===== config.mk =====
export PLATFORM = sky130hd
export DESIGN_NAME = virtual_input_sequencer_flat
export DESIGN_NICKNAME = d
export VERILOG_FILES = /design/src/rtl/virtual_input_sequencer_if.sv /design/src/rtl/virtual_input_sequencer.sv /design/src/flat_wrapper.sv
export SDC_FILE = /design/constraint.sdc
export NUM_CORES = 1
export LEC_CHECK = 0
export ABC_AREA = 0
export CAP_MARGIN = 5
export CORE_MARGIN = 2
export CORE_UTILIZATION = 40
export CTS_BUF_LIST = sky130_fd_sc_hd__clkbuf_4 sky130_fd_sc_hd__clkbuf_8
export DETAILED_ROUTE_END_ITERATION = 6
export SYNTH_ARGS = -nofsm -noshare
export SYNTH_HDL_FRONTEND = slang
export SYNTH_SLANG_ARGS = --single-unit

===== constraint.sdc =====
create_clock -name clk -period 3.3 [get_ports clk]
set_clock_uncertainty 0.15 [all_clocks]
set_input_delay 0.66 -clock clk [delete_from_list [all_inputs] [get_ports clk]]
set_output_delay 0.66 -clock clk [all_outputs]
set_load 0.02 [all_outputs]

===== src/rtl/virtual_input_sequencer_if.sv =====
// Command channel for the virtual-input sequencer.
// Handshake: the master holds cmd_valid and cmd_data stable until the transfer.
// A transfer happens at any clk edge where cmd_valid & cmd_ready are both high.
interface virtual_input_sequencer_if;
    logic       cmd_valid;
    logic       cmd_ready;
    logic [7:0] cmd_data;

    modport master (output cmd_valid, output cmd_data, input cmd_ready);
    modport slave  (input cmd_valid, input cmd_data, output cmd_ready);
endinterface


===== src/rtl/virtual_input_sequencer.sv =====
// Turns 8-bit commands into timed number/control strobes for the virtual
// button/switch decoder, and keeps a mirror of the decoder's 22 outputs.
module virtual_input_sequencer #(
    parameter int SETUP_CYCLES = 4,
    parameter int PULSE_CYCLES = 4,
    parameter int PRESS_CYCLES = 16
) (
    input  logic                        clk,
    input  logic                        reset,
    virtual_input_sequencer_if.slave    cmd,
    output logic [4:0]                  number,
    output logic                        control,
    output logic                        busy,
    output logic                        cmd_err,
    output logic [21:0]                 mirror,
    output logic [2:0]                  dbg_state
);

    typedef enum logic [2:0] {
        ST_INIT_SETUP = 3'd0,
        ST_SETUP      = 3'd1,
        ST_HIGH       = 3'd2,
        ST_HOLD       = 3'd3,
        ST_GAP        = 3'd4,
        ST_IDLE       = 3'd5
    } state_t;

    localparam logic [2:0]  OP_TOGGLE  = 3'b000;
    localparam logic [2:0]  OP_PRESS   = 3'b001;
    localparam logic [2:0]  OP_CLEAR   = 3'b010;
    localparam logic [4:0]  CLEAR_IDX  = 5'b11111;
    localparam logic [21:0] CLEAR_MIR  = 22'h00000F;
    localparam logic [15:0] LD_SETUP   = 16'(SETUP_CYCLES - 1);
    localparam logic [15:0] LD_PULSE   = 16'(PULSE_CYCLES - 1);
    localparam logic [15:0] LD_PRESS   = 16'(PRESS_CYCLES - 1);

    state_t      r_state;
    logic [15:0] r_cnt;
    logic [4:0]  r_number;
    logic        r_control;
    logic        r_cmd_err;
    logic [21:0] r_mirror;
    logic        r_is_clear;
    logic        r_press_pending;

    logic [2:0]  w_op;
    logic [4:0]  w_idx;
    logic        w_cmd_ok;
    logic        w_cnt_zero;

    assign w_op       = cmd.cmd_data[7:5];
    assign w_idx      = cmd.cmd_data[4:0];
    assign w_cmd_ok   = (w_op == OP_CLEAR) ||
                        (((w_op == OP_TOGGLE) || (w_op == OP_PRESS)) && (w_idx <= 5'd21));
    assign w_cnt_zero = (r_cnt == 16'd0);

    always_ff @(posedge clk) begin
        if (reset) begin
            r_state         <= ST_INIT_SETUP;
            r_cnt           <= LD_SETUP;
            r_number        <= CLEAR_IDX;
            r_control       <= 1'b0;
            r_cmd_err       <= 1'b0;
            r_mirror        <= CLEAR_MIR;
            r_is_clear      <= 1'b1;
            r_press_pending <= 1'b0;
        end else begin
            r_cmd_err <= 1'b0;
            case (r_state)
                ST_IDLE: begin
                    if (cmd.cmd_valid) begin
                        if (w_cmd_ok) begin
                            r_number        <= (w_op == OP_CLEAR) ? CLEAR_IDX : w_idx;
                            r_is_clear      <= (w_op == OP_CLEAR);
                            r_press_pending <= (w_op == OP_PRESS);
                            r_cnt           <= LD_SETUP;
                            r_state         <= ST_SETUP;
                        end else begin
                            r_cmd_err <= 1'b1;
                        end
                    end
                end
                ST_INIT_SETUP, ST_SETUP: begin
                    if (w_cnt_zero) begin
                        // Mirror tracks the decoder, which acts on the rising edge.
                        r_mirror  <= r_is_clear ? CLEAR_MIR : (r_mirror ^ (22'd1 << r_number));
                        r_control <= 1'b1;
                        r_cnt     <= LD_PULSE;
                        r_state   <= ST_HIGH;
                    end else begin
                        r_cnt <= r_cnt - 16'd1;
                    end
                end
                ST_HIGH: begin
                    if (w_cnt_zero) begin
                        r_control <= 1'b0;
                        r_cnt     <= LD_SETUP;
                        r_state   <= ST_HOLD;
                    end else begin
                        r_cnt <= r_cnt - 16'd1;
                    end
                end
                ST_HOLD: begin
                    if (w_cnt_zero) begin
                        if (r_press_pending) begin
                            r_press_pending <= 1'b0;
                            r_cnt           <= LD_PRESS;
                            r_state         <= ST_GAP;
                        end else begin
                            r_state <= ST_IDLE;
                        end
                    end else begin
                        r_cnt <= r_cnt - 16'd1;
                    end
                end
                ST_GAP: begin
                    if (w_cnt_zero) begin
                        r_cnt   <= LD_SETUP;
                        r_state <= ST_SETUP;
                    end else begin
                        r_cnt <= r_cnt - 16'd1;
                    end
                end
                default: begin
                    r_state <= ST_INIT_SETUP;
                    r_cnt   <= LD_SETUP;
                end
            endcase
        end
    end

    assign cmd.cmd_ready = (r_state == ST_IDLE) && !reset;
    assign busy          = (r_state != ST_IDLE);
    assign number        = r_number;
    assign control       = r_control;
    assign cmd_err       = r_cmd_err;
    assign mirror        = r_mirror;
    assign dbg_state     = r_state;

endmodule

===== src/flat_wrapper.sv =====
// flat-port wrapper written by rule: the top's interface ports become plain ports
module virtual_input_sequencer_flat 
#(
    parameter int SETUP_CYCLES = 4,
    parameter int PULSE_CYCLES = 4,
    parameter int PRESS_CYCLES = 16
)
  (clk, reset, number, control, busy, cmd_err, mirror, dbg_state, cmd_cmd_valid, cmd_cmd_data, cmd_cmd_ready);
  virtual_input_sequencer_if cmd_i ();
  input  logic clk;
  input  logic reset;
  output logic [4:0] number;
  output logic control;
  output logic busy;
  output logic cmd_err;
  output logic [21:0] mirror;
  output logic [2:0] dbg_state;
  input wire logic [$bits(cmd_i.cmd_valid)-1:0] cmd_cmd_valid;
  input wire logic [$bits(cmd_i.cmd_data)-1:0] cmd_cmd_data;
  output wire logic [$bits(cmd_i.cmd_ready)-1:0] cmd_cmd_ready;
  assign cmd_i.cmd_valid = cmd_cmd_valid;
  assign cmd_i.cmd_data = cmd_cmd_data;
  assign cmd_cmd_ready = cmd_i.cmd_ready;
  virtual_input_sequencer #(.SETUP_CYCLES(SETUP_CYCLES), .PULSE_CYCLES(PULSE_CYCLES), .PRESS_CYCLES(PRESS_CYCLES)) u_core (.clk(clk), .reset(reset), .cmd(cmd_i), .number(number), .control(control), .busy(busy), .cmd_err(cmd_err), .mirror(mirror), .dbg_state(dbg_state));
endmodule

# Word level (Yosys, flattened, before mapping)
# Cells that the tools add are included.
# W data, S select, Z words.
dict set report classes {
  add_sub_neg 1
  order_cmp 1
  n_eq_ne 15
  shift 1
  muxes 23
  bitwise 3
  n_reduce_logical 19
}
# operator n
set ops {}
lappend ops {{$mux W16} 5}
lappend ops {{$pmux W16 S3} 1}
lappend ops {{$mux W22} 1}
lappend ops {{$shl A1 B5 Y22 const A} 1}
lappend ops {{$xor A22 B22 Y22} 1}
lappend ops {{$mux W3} 6}
lappend ops {{$logic_not A16 Y1} 1}
lappend ops {{$sub A16 B1 Y16 const B} 1}
lappend ops {{$pmux W3 S5} 1}
lappend ops {{$ne A2 B1 Y1 const B} 5}
lappend ops {{$eq A3 B2 Y1 const B} 3}
lappend ops {{$reduce_and A3 Y1} 3}
lappend ops {{$eq A3 B1 Y1 const B} 2}
lappend ops {{$eq A3 B3 Y1 const B} 2}
lappend ops {{$logic_not A3 Y1} 2}
lappend ops {{$mux W1} 6}
lappend ops {{$reduce_and A6 Y1} 1}
lappend ops {{$le A5 B5 Y1 const B} 1}
lappend ops {{$mux W5} 1}
lappend ops {{$pmux W1 S2} 2}
lappend ops {{$reduce_and A4 Y1} 1}
lappend ops {{$reduce_bool A2 Y1} 2}
lappend ops {{$reduce_or A4 Y1} 1}
lappend ops {{$ne A3 B2 Y1 const B} 1}
lappend ops {{other kinds (9)} 12}
dict set report totals {
  regBits 50
  inputBits 11
  out_inout_bits 34
  word_cells 71
}

# Longest topological paths before layout
dict set report logic_depth {
  word_depth 7
  ltp_mapped 9
  depth_no_buf 7
}

# Worst setup path before layout
# OpenSTA, ideal clock, no wires.
dict set report synth_path {
  kind {register -> output}
  from {register u_core.r_state[0] (netlist: u_core.dbg_state[0])}
  to {output port cmd_cmd_ready}
  arrival_time_ns 1.358
  required_ns 2.490
  setup_slack_ns 1.132
  path_stages_with_launch 5
  n_path_buf 1
  path_cell_list {dfxtp_1 -> clkbuf_1 -> and3b_1 -> inv_1 -> nor2_1}
}
dict set report synth_between {
  elab_chain_cells 2
}
# item line_no
set synth_lines {}
lappend synth_lines {{start, declared} virtual_input_sequencer.sv:37} ;# state_t r_state;
lappend synth_lines {{start signal, assigned} virtual_input_sequencer.sv:59} ;# r_state <= ST_INIT_SETUP;
lappend synth_lines {{start signal, assigned} virtual_input_sequencer.sv:77} ;# r_state <= ST_SETUP;
lappend synth_lines {{start signal, assigned} virtual_input_sequencer.sv:89} ;# r_state <= ST_HIGH;
lappend synth_lines {{$eq A3 B3 Y1} virtual_input_sequencer.sv:132} ;# assign cmd.cmd_ready = (r_state == ST_IDLE) && !reset;
lappend synth_lines {{$logic_and A1 B1 Y1} virtual_input_sequencer.sv:132}
lappend synth_lines {{end, declared} flat_wrapper.sv:20} ;# output wire logic [$bits(cmd_i.cmd_ready)-1:0] cmd_cmd_ready;
# No other way between the ends.

# Worst setup path after layout
dict set report layout_path {
  from {input port cmd_cmd_valid}
  to {register u_core.r_cnt[6]}
}
dict set report layout_between {
  elab_chain_cells 2
}
# item line_no
set layout_lines {}
lappend layout_lines {{start, declared} flat_wrapper.sv:18} ;# input wire logic [$bits(cmd_i.cmd_valid)-1:0] cmd_cmd_valid;
lappend layout_lines {{$ne A2 B2 Y1 (no line)} -}
lappend layout_lines {{$reduce_and A3 Y1 (no line)} -}
lappend layout_lines {{end signal, assigned} virtual_input_sequencer.sv:91} ;# r_cnt <= r_cnt - 16'd1;
lappend layout_lines {{end signal, assigned} virtual_input_sequencer.sv:100} ;# r_cnt <= r_cnt - 16'd1;
lappend layout_lines {{end signal, assigned} virtual_input_sequencer.sv:113} ;# r_cnt <= r_cnt - 16'd1;
lappend layout_lines {{end, declared} virtual_input_sequencer.sv:38} ;# logic [15:0] r_cnt;
# No other way between the ends.
# A chain may end at the register's enable or synchronous reset.

==> results.md <==
* Outcome: finished clean
* PostCTS Resize Cnt at 0
* Yosys warns at 0
* Worst EP required at between 3 and 4 ns
* Async S/R FF share, synth at 0%
* Crit path kind: in2reg
* Number of flops mapped to enable cells by yosys at 0
* Initial core utilization at about two fifths
* P_leak at roughly 0.0011 uW
* Setup TNS at 0 ns
* Setup-failing EPs final at 0
* Synth top area share at between 30% and 40%
* CP Cell Sequence: clkdlybuf4s50_1 > nor2b_1 > o311ai_0 > a22oi_1 > o22ai_1 > a22o_1
* Top sig layer: met4
* Crit path max-delay family: compound AO/OA/AOI/OAI gates
* Rows at 29
* Pwr dens at just over 400 nW/um^2
* Worst hold path class: reg2reg
* Commonest cells post-synth: 50 x dfxtp_1, 41 x nor2_1, 23 x xnor2_1
* CP max stage cell: a22oi_1
* Synth unique cells at between 50 and 60
* ANT cells at 0
* Placed Cells at between 400 and 500
* Fin crit period at roughly 2.8 ns
* Finished Layout Cells at 413
* Initial antenna violation count at 0
* Fmax at around 360 MHz
* Min Hold Slack at between 0.3 and 0.4 ns
* Later-pin clock latency in the skew report at 0.30 ns
* Met2 WL at roughly 2.7 mm
* Final ANT Viol Nets at 0
* Gr usage total at 17.1%
* Sequential area share after synthesis at roughly two fifths
* Placed inst area at about 3100 um^2
* Post-DP HPWL at ~4.3 mm
* Total gr overflow at 0
* Slew headroom at between 30% and 40%
* CP max FO at 11
* Multi-input gate area at approximately 1500 um^2
* Vias in the first global route at ~2000
* Crit path launch type: input pin
* Die X at about 85 um
* Maximum number of pins on one net before global-route repair at 33
* Largest area contributor in the netlist: dfxtp_1
* Drt pass-1 iters at 4
* Number of port buffers at 44
* Clock sink count at 50
* Final core utilization at about 50%
* Crit. End Element: flip-flop
* Mapped Area at 2610 um^2
* # Max-Cap Violations at 0
* Fin. Hold Viols at 0
* Worst-path clk slew at 0.09 ns
* Via Count at about 2200
* DRT iter0 DRCs at 138
* Vias per cell at 5.43
* Most common cell in the synthesized netlist: dfxtp_1
* Length of routed met3 wiring at around 200 um
* Fin. max-slew vios at 0
* Area growth from synthesis to layout at 22.2%
* CTS tree: yes
* H-tree levels at 2
* Final wirelength at about 6 mm
* RSZ-0062 raised after global routing: false
* Clock root buffer: clkbuf_8
* Final Instance Area at around 3200 um^2
* Placer Congestion at between 0.7 and 0.8
* Tightest Pin Transition at a little over 1 ns
* Peak supply drop at 0.253 mV
* Tcrit/Tclk final at a little over four fifths
* CP max stage delay at around 0.87 ns
* #FFs+latches synth at 50
* Die height at between 80 and 90 um
* Synth Instances at about 300
* Buffer count from post-CTS setup fixing at 0
* Post-CTS Hold Buffers at 0
* Fraction of layout cells with a size suffix above 1 at 9.82%
* Drt wl/cell at ~14 um
* Drc violations at 0
* # fillers at 634
* Syn nets at a little over 300
* I/O Pins at 45
* Core ar. at between 6000 and 7000 um^2
* CP arrival at 2.83 ns
* Syn Area/Cell at ~8.8 um^2
* Num CTS Buffers at 5
* Clk buf depth at 2
* CP Buf/Inv Count at 1
* First-pass GRT wire length at 9.99 mm
* Fin nets at approximately 350
* R2R Setup Slk at roughly 0.70 ns
* Area contributors post-synth: dfxtp_1 38%, xnor2_1 7.7%, nor2_1 5.9%
* Die area at ~7000 um^2
* Ys flop type: dfxtp_1
* Reg area at approximately 1000 um^2
* WL met1 at slightly above 3 mm
metrics by stage:
stage / setup WS, ns / power [uW]
floorplan: 1.13 / 897
global placement: 0.252 / 960
detailed placement: 0.180 / 961
CTS: 0.510 / 1340
global route: 0.289 / 1400
finish: 0.517 / 1320
logic make-up (layout without fill, tap and decap cells):
| family | Yosys count | count (layout) | synth area share, % |
|---|---|---|---|
| and+or+nand+nor | 136 | 136 | 31.5 |
| AOI/OAI and AO/OA | 59 | 59 | 16.1 |
| DFF | 50 | 50 | 38.4 |
| adders and majority gates | 1 | 1 | 0.480 |
| xor gates and xnor gates | 23 | 23 | 7.72 |
| muxes | 3 | 3 | 1.25 |
| buffers and inverters | 25 | 64 | 4.60 |
final timing paths:
path                                      start               to  cells past startpoint
worst min register to register   u_core.control   u_core.control                      2
worst max-delay path              cmd_cmd_valid  u_core.r_cnt[6]                      6
worst max register to register  u_core.r_cnt[0]  u_core.r_cnt[6]                      7
worst min-delay path             u_core.control   u_core.control                      2
flip-flops by register name, indices dropped and copies added (netlist names):
signal	cells
u_core.r_cnt	16
u_core.mirror	22
u_core.control	1
u_core.cmd_err	1
u_core.r_is_clear	1
u_core.r_press_pending	1
u_core.number	5
u_core.dbg_state	3
area by class of cell:
| type | instances | share of cell area, % |
|---|---|---|
| Timing Repair Buffer | 50 | 15.2 |
| Multi-Input combinational cell | 222 | 46.7 |
| Inverter | 6 | 0.706 |
| Clock inverter | 1 | 0.157 |
| Sequential cell | 50 | 31.4 |
| Clock buffer | 7 | 2.83 |
| Tap cell | 77 | 3.02 |
power breakdown:
group / switching [uW] / internal [uW]
sequential: 53.4 / 638
clock: 198 / 178
combinational: 143 / 114
total: 395 / 930
metal layers:
| metal | GRT usage [%] | vias to the layer above |
|---|---|---|
| li1 | - | 1149 |
| met1 | 24.5 | 1042 |
| met2 | 25.9 | 50 |
| met3 | 3.83 | 2 |
| met4 | 4.62 | 0 |
| met5 | 0 | - |
worst register-to-register path, cell delays in order, from the launching register on:
cell and delay (ns):
dfxtp_1 0.35, inv_1 0.07, ha_1 0.22, nor4b_4 0.16
and4_1 0.27, a22oi_1 0.83, o22ai_1 0.18, a22o_1 0.26
cells in the final DEF, fill, tap and decap left out, types with 3 or more instances in the layout:
cell type / instances
or3_1: 5
nor3_1: 8
a21oi_1: 10
dfxtp_1: 50
o21ai_0: 6
o21a_1: 4
clkdlybuf4s50_1: 44
nor2_1: 41
nand3b_1: 4
nor2b_1: 3
nor4b_1: 8
nor4_2: 5
a21o_1: 6
nand3_1: 4
inv_1: 6
xnor2_1: 23
and2_1: 4
buf_4: 6
nand2_1: 18
a211oi_1: 3
nor4_1: 12
o22ai_1: 5
clkbuf_8: 6
nand2b_1: 3
or2_2: 5
a22o_1: 8
Note: power is estimated with default switching activity, not from simulation.
